`config.mk`:
```
export PLATFORM = sky130hd
export DESIGN_NAME = psum_accumulator
export DESIGN_NICKNAME = d
export VERILOG_FILES = /design/src/rtl/psum_pkg.sv /design/src/rtl/psum_lane_add.sv /design/src/rtl/psum_accumulator.sv
export SDC_FILE = /design/constraint.sdc
export NUM_CORES = 1
export LEC_CHECK = 0
export CAP_MARGIN = 0
export CORE_ASPECT_RATIO = 0.6
export CORE_MARGIN = 5
export CORE_UTILIZATION = 55
export CTS_CLUSTER_DIAMETER = 40
export CTS_CLUSTER_SIZE = 30
export DETAILED_ROUTE_END_ITERATION = 16
export GPL_TIMING_DRIVEN = 0
export PLACE_DENSITY = 0.83
export RECOVER_POWER = 50
export SKIP_LAST_GASP = 1
export SYNTH_ARGS = -nofsm -noshare
export SYNTH_HDL_FRONTEND = slang
export SYNTH_SLANG_ARGS = --single-unit
```
`constraint.sdc`:
```
create_clock -name clk -period 13.5 [get_ports clk]
set_input_delay 1.35 -clock clk [delete_from_list [all_inputs] [get_ports clk]]
set_output_delay 1.35 -clock clk [all_outputs]
set_load 0.05 [all_outputs]
```
`src/rtl/psum_pkg.sv`:
```
// rtl/psum_pkg.sv - shared FSM encoding, stage count and lane-slice macro for psum_accumulator
`ifndef PSUM_PKG_SV
`define PSUM_PKG_SV

`define PSUM_LANE(bus, g, w) bus[((g)+1)*(w)-1 -: (w)]

package psum_pkg;
    typedef enum logic [1:0] {
        PS_IDLE = 2'd0,
        PS_RUN  = 2'd1,
        PS_DONE = 2'd2
    } ps_state_t;

    localparam int PSUM_STG = 3;
endpackage

`endif

```
`src/rtl/psum_lane_add.sv`:
```
// rtl/psum_lane_add.sv - one signed psum lane adder; PSUM_SAT_EN selects saturation, otherwise wrap-around
module psum_lane_add #(
    parameter int W_PSUM = 32
) (
    input  logic [W_PSUM-1:0] a,
    input  logic [W_PSUM-1:0] b,
    output logic [W_PSUM-1:0] sum
);
`ifdef PSUM_SAT_EN
    logic [W_PSUM:0] wide;

    assign wide = {a[W_PSUM-1], a} + {b[W_PSUM-1], b};

    // The two top bits disagree only when the signed result left the W_PSUM range
    always_comb begin
        sum = wide[W_PSUM-1:0];
        if (wide[W_PSUM] != wide[W_PSUM-1])
            sum = wide[W_PSUM] ? {1'b1, {(W_PSUM-1){1'b0}}} : {1'b0, {(W_PSUM-1){1'b1}}};
    end
`else
    assign sum = a + b;
`endif
endmodule

```
`src/rtl/psum_accumulator.sv`:
```
// rtl/psum_accumulator.sv - read-modify-write partial-sum engine with S3/S4 forwarding; optional PSUM_SAT_EN
module psum_accumulator
    import psum_pkg::*;
#(
    parameter int W_SIZE    = 9,
    parameter int W_CHANNEL = 9,
    parameter int Tout      = 4,
    parameter int W_PSUM    = 32,
    parameter int BUF_AW    = 16
) (
    input  logic                   clk,
    input  logic                   rstn,
    input  logic                   i_start,
    input  logic [W_SIZE-1:0]      cfg_width,
    input  logic [W_SIZE-1:0]      cfg_height,
    input  logic [W_CHANNEL-1:0]   cfg_q_channel,
    input  logic                   i_vld,
    input  logic [W_SIZE-1:0]      i_row,
    input  logic [W_SIZE-1:0]      i_col,
    input  logic [W_CHANNEL-1:0]   i_ci_tile,
    input  logic [Tout*W_PSUM-1:0] i_acc,
    output logic                   o_pb_rd_req,
    output logic [BUF_AW-1:0]      o_pb_rd_addr,
    input  logic [Tout*W_PSUM-1:0] pb_rd_data,
    output logic                   o_pb_wr_en,
    output logic [BUF_AW-1:0]      o_pb_wr_addr,
    output logic [Tout*W_PSUM-1:0] o_pb_wr_data,
    output logic                   o_out_vld,
    output logic [W_SIZE-1:0]      o_out_row,
    output logic [W_SIZE-1:0]      o_out_col,
    output logic [Tout*W_PSUM-1:0] o_out_data,
    output logic                   o_busy,
    output logic                   o_frame_done,
    output logic                   o_err
);
    localparam int DW = Tout * W_PSUM;

    ps_state_t state_q, state_d;

    logic [W_SIZE-1:0]    cfg_w_q, cfg_h_q;
    logic [W_CHANNEL-1:0] cfg_q_q;
    logic [PSUM_STG:0]    stg_vld;   // bit 0 = S1 ... bit PSUM_STG = S4
    logic                 accept, beat_bad, area_bad, err_q;

    logic [BUF_AW-1:0] s1_addr, s2_addr, s3_addr, s4_addr;
    logic [W_SIZE-1:0] s1_row, s1_col, s2_row, s2_col, s3_row, s3_col;
    logic              s1_first, s1_last, s1_final;
    logic              s2_first, s2_last, s2_final;
    logic              s3_last, s3_final;
    logic [DW-1:0]     s1_acc, s2_acc, s3_data, s4_data, operand, sum_all;

    assign accept   = i_vld && (state_q == PS_RUN) && !i_start;
    assign beat_bad = (i_col >= cfg_w_q) || (i_row >= cfg_h_q) || (i_ci_tile >= cfg_q_q);
    assign area_bad = (64'(cfg_width) * 64'(cfg_height)) > (64'd1 << BUF_AW);

    always_comb begin
        state_d = state_q;
        case (state_q)
            PS_IDLE: if (i_start) state_d = PS_RUN;
            PS_RUN: begin
                if (i_start)
                    state_d = PS_RUN;
                else if (stg_vld[2] && s3_final)
                    state_d = PS_DONE;
            end
            PS_DONE: state_d = i_start ? PS_RUN : PS_IDLE;
            default: state_d = PS_IDLE;
        endcase
    end

    always_ff @(posedge clk or negedge rstn) begin
        if (!rstn) begin
            state_q <= PS_IDLE;
            err_q   <= 1'b0;
        end else begin
            state_q <= state_d;
            if (i_start)
                err_q <= area_bad;
            else if ((i_vld && state_q == PS_IDLE) || (accept && beat_bad))
                err_q <= 1'b1;
        end
    end

    // A first-tile beat overwrites, so it never looks at stored or in-flight data
    always_comb begin
        operand = pb_rd_data;
        if (s2_first)
            operand = '0;
        else if (stg_vld[2] && s3_addr == s2_addr)
            operand = s3_data;
        else if (stg_vld[3] && s4_addr == s2_addr)
            operand = s4_data;
    end

    for (genvar g = 0; g < Tout; g++) begin : g_lane
        psum_lane_add #(.W_PSUM(W_PSUM)) u_add (
            .a   (`PSUM_LANE(operand, g, W_PSUM)),
            .b   (`PSUM_LANE(s2_acc, g, W_PSUM)),
            .sum (`PSUM_LANE(sum_all, g, W_PSUM))
        );
    end

    always_ff @(posedge clk or negedge rstn) begin
        if (!rstn) begin
            cfg_w_q  <= '0;
            cfg_h_q  <= '0;
            cfg_q_q  <= '0;
            stg_vld  <= '0;
            s1_addr  <= '0;
            s1_row   <= '0;
            s1_col   <= '0;
            s1_first <= 1'b0;
            s1_last  <= 1'b0;
            s1_final <= 1'b0;
            s1_acc   <= '0;
            s2_addr  <= '0;
            s2_row   <= '0;
            s2_col   <= '0;
            s2_first <= 1'b0;
            s2_last  <= 1'b0;
            s2_final <= 1'b0;
            s2_acc   <= '0;
            s3_addr  <= '0;
            s3_row   <= '0;
            s3_col   <= '0;
            s3_last  <= 1'b0;
            s3_final <= 1'b0;
            s3_data  <= '0;
            s4_addr  <= '0;
            s4_data  <= '0;
        end else begin
            if (i_start) begin
                cfg_w_q <= cfg_width;
                cfg_h_q <= cfg_height;
                cfg_q_q <= cfg_q_channel;
            end
            stg_vld  <= i_start ? '0 : {stg_vld[PSUM_STG-1:0], accept};

            s1_addr  <= BUF_AW'(i_row) * BUF_AW'(cfg_w_q) + BUF_AW'(i_col);
            s1_row   <= i_row;
            s1_col   <= i_col;
            s1_first <= (i_ci_tile == '0);
            s1_last  <= (i_ci_tile == cfg_q_q - W_CHANNEL'(1));
            s1_final <= (i_ci_tile == cfg_q_q - W_CHANNEL'(1)) &&
                        (i_row == cfg_h_q - W_SIZE'(1)) && (i_col == cfg_w_q - W_SIZE'(1));
            s1_acc   <= i_acc;

            s2_addr  <= s1_addr;
            s2_row   <= s1_row;
            s2_col   <= s1_col;
            s2_first <= s1_first;
            s2_last  <= s1_last;
            s2_final <= s1_final;
            s2_acc   <= s1_acc;

            s3_addr  <= s2_addr;
            s3_row   <= s2_row;
            s3_col   <= s2_col;
            s3_last  <= s2_last;
            s3_final <= s2_final;
            s3_data  <= sum_all;

            s4_addr  <= s3_addr;
            s4_data  <= s3_data;
        end
    end

    assign o_pb_rd_req  = stg_vld[0] && !s1_first;
    assign o_pb_rd_addr = s1_addr;
    assign o_pb_wr_en   = stg_vld[2];
    assign o_pb_wr_addr = s3_addr;
    assign o_pb_wr_data = s3_data;
    assign o_out_vld    = stg_vld[2] && s3_last;
    assign o_out_row    = s3_row;
    assign o_out_col    = s3_col;
    assign o_out_data   = s3_data;
    assign o_busy       = (state_q == PS_RUN);
    assign o_frame_done = (state_q == PS_DONE);
    assign o_err        = err_q;
endmodule
```
==> impl_metrics.csv <==
group,metric,value,unit
status,outcome,"finished, violations left",
status,violations,"capacitance limit, slew limit",
sta,rsz0062_at_grt,"false",
grt,gr-usage-all-layers,29.7,%
finish,drive_gt1_share,7.93,%
die,dieHeight,204,um
yosys,synth_seq_area_share,48.7,%
sta,slew_headroom,-188,%
die,rows,71,
sta,setup_viol,0,
grt,met2_usage,45.8,%
route,drt_iter0_drc,2198,
route,first_pass_iters,5,
yosys,synthCells,3113,
worst_setup_path,crit_arrival,8.88,ns
clocking,cts-root-buf,"clkbuf_16",
route,vias,26100,
placed_design,io_buffers,609,
grt,grt_use_met1,42.2,%
finish,fin_nets,4457,
clocking,holdBufCountCts,0,
yosys,synthAdderAreaFrac,14.8,%
yosys,synth-simple-area-share,9.92,%
placed_design,dp_hpwl,79200,um
route,drc,0,
yosys,syn_nets,3771,
sta,worst_pin_slew,4.32,ns
worst_setup_path,worstSetupStartpointType,"input port",
placed_design,gp_congestion,0.962,
worst_setup_path,end_kind,"async pin",
yosys,netlist_area,34500,um^2
sta,period_share,60.4,%
grt,grt-busiest-layer,"met2",
job,drv_cap,2,
clocking,cts_htree_levels,3,
power,peakVddDrop,0.000130,V
yosys,yosys_warnings,0,
worst_setup_path,cp.required,14.23,ns
yosys,synth_compound_area_share,11.2,%
die,start_util,55.3,%
clocking,clock_latency,0.62,ns
die,io_pins,626,
yosys,synthArstFlopShare,100,%
clocking,cts_resized,0,
die,die_w,333,um
finish,finalNonFillerCells,4712,
clocking,clock-sinks,672,
finish,area_growth,28.1,%
power,power.density,169,nW/um^2
route,wl_per_cell,21.7,um
sta,slew_violations,156,
worst_setup_path,path_max_fanout,117,
clocking,postCtsSetupBuffers,0,
yosys,synth_xor_area_share,5.10,%
clocking,cts_tree,"yes",
worst_setup_path,crit_type,"input port to async pin",
clocking,cts_buffers,68,
grt,grt_pass1_wl,155000,um
die,die-area,68000,um^2
power,p_leak,0.0207,uW
grt,use_met3,7.05,%
yosys,postSynthAreaPerCell,11.1,um^2
yosys,ys_seq_elements,672,
placed_design,place_inst,4567,
grt,grt_overflow,0,
clocking,clockBufferDepth,3,
sta,fmax,123,MHz
sta,skew,0.0287,ns
grt,antenna_found_initial,41,
sta,finalSetupTns,0,ns
clocking,cts.clk_slew.worst_paths,0.07,ns
grt,first_global_vias,25500,
route,ant_nets,0,
die,core,62400,um^2
yosys,synth_ff_type,"dfrtp_1",
yosys,synthMuxAreaShare,3.80,%
sta,min_period,8.15,ns
route,post_drt_via_cell_ratio,5.54,
route,routed_wl,102000,um
grt,grt_max_degree,124,
yosys,synth_edf_count,0,
hold_path,hp-class,"register to register",
yosys,synth_top_family_by_area,"adder cells",
yosys,ys_types,83,
sta,hold_violations,0,
[cells in the mapped netlist (6+ instances only)]
library cell	count	area [um^2]
dfrtp_1	672	16800
ha_1	236	2950
nor2_1	235	882
inv_1	221	830
nand2_1	202	758
xnor2_1	153	1340
a211oi_1	140	1050
mux2i_1	131	1310
a21oi_1	129	646
buf_4	128	961
o21ai_0	109	546
fa_1	108	2160
clkbuf_1	94	353
and2_1	70	438
a21o_1	49	368
xor2_1	48	420
nand3_1	43	215
nor2b_1	33	206
nand4_1	31	194
nor3_1	25	125
o21a_1	22	165
nand2b_1	21	131
o21bai_1	20	150
a31oi_1	15	93.8
nor4_1	13	81.3
or2_2	13	81.3
buf_2	11	55.1
o211ai_1	11	82.6
and3_1	10	62.6
a221oi_1	6	52.6
or3_1	6	37.5
or4_1	6	45.0
[worst paths after layout]
| kind | from | end | slack [ns] | depth (start not counted) |
|---|---|---|---|---|
| worst min register to register | s2_col[0] | o_out_col[0] | 0.32 | 0 |
| worst max-delay path | rstn | s4_data[30] | 5.35 | 5 |
| worst max register to register | s2_addr[14] | o_out_data[95] | 6.95 | 19 |
| min in group asynchronous | rstn | s2_acc[89] | 2.25 | 1 |
| worst min-delay path | s2_col[0] | o_out_col[0] | 0.32 | 0 |
| max in group clk | s2_addr[14] | o_out_data[95] | 6.95 | 19 |
[cells in the final DEF, fill, tap and decap left out, types with 70 or more instances in the layout]
cell type        synthesis  routed
and2_1                  70      70
nor2_1                 235     235
dfrtp_1                672     672
a211oi_1               140     140
fa_1                   108     108
dlygate4sd3_1            0     148
inv_1                  221     221
clkdlybuf4s50_1          0     460
buf_4                  128     128
xnor2_1                153     153
clkbuf_1                94      99
a21oi_1                129     129
mux2i_1                131     131
ha_1                   236     236
nand2_1                202     202
o21ai_0                109     109
[cells by family (layout without fill, tap and decap cells)]
| group | after synthesis | after routing |
|---|---|---|
| and+or+nand+nor | 728 | 728 |
| DFF | 672 | 672 |
| AOI/OAI and AO/OA | 577 | 577 |
| buffers and inverters | 460 | 1195 |
| adders and majority gates | 344 | 344 |
| xor gates and xnor gates | 201 | 201 |
| muxes | 131 | 131 |
| other | 0 | 25 |
[per-layer routing]
layer | vias to the layer above | part of all wire (%)
li1 | 11900 | -
met3 | 201 | 8.1
met2 | 1097 | 46
met1 | 12900 | 43
met5 | - | 0.056
met4 | 10 | 3.0
[through the flow]
| step | area (um^2) | setup slack, ns | hold slack (ns) | util, % | total power, uW |
|---|---|---|---|---|---|
| 2_1_floorplan | 34500 | 7.73 | 0.331 | - | 4530 |
| 3_3_place_gp | 41700 | -18.06 | 0.331 | 66.8 | 5470 |
| 3_5_place_dp | 41800 | 6.63 | 0.335 | 67.1 | 5520 |
| 4_1_cts | 44200 | 6.67 | 0.320 | 70.9 | 7530 |
| 5_1_grt | 44200 | 3.69 | 0.321 | 70.9 | 7860 |
| 6_report | 44200 | 5.35 | 0.321 | 70.9 | 7490 |
[final cells by class]
type / count / area, um^2
multi-input cells: 1981 / 15500
inverters: 222 / 833
flip-flops and latches: 672 / 16800
well taps: 839 / 1050
diodes: 25 / 62.6
plain buffers: 238 / 1400
fillers: 4363 / 18100
repair buffers: 616 / 6240
clock buffers: 77 / 1800
clock inverters: 42 / 569
[power by group]
part	switching [uW]	internal [uW]
clock network	867	1130
logic	1770	1150
registers	254	2330
total	2890	4600
[sequential cells by signal, indices dropped and copies added (netlist names), 16 cells and up]
name and flops:
o_out_data 128, s1_acc 128, s2_acc 128, s4_data 128
o_pb_rd_addr 16, o_pb_wr_addr 16, s2_addr 16, s4_addr 16
[critical path, cell delays in order]
cell and delay [ns]:
clkbuf_1 2.97, clkbuf_1 3.11, buf_16 0.37, buf_16 0.41, buf_16 0.40
(Power assumes the default switching activity.)
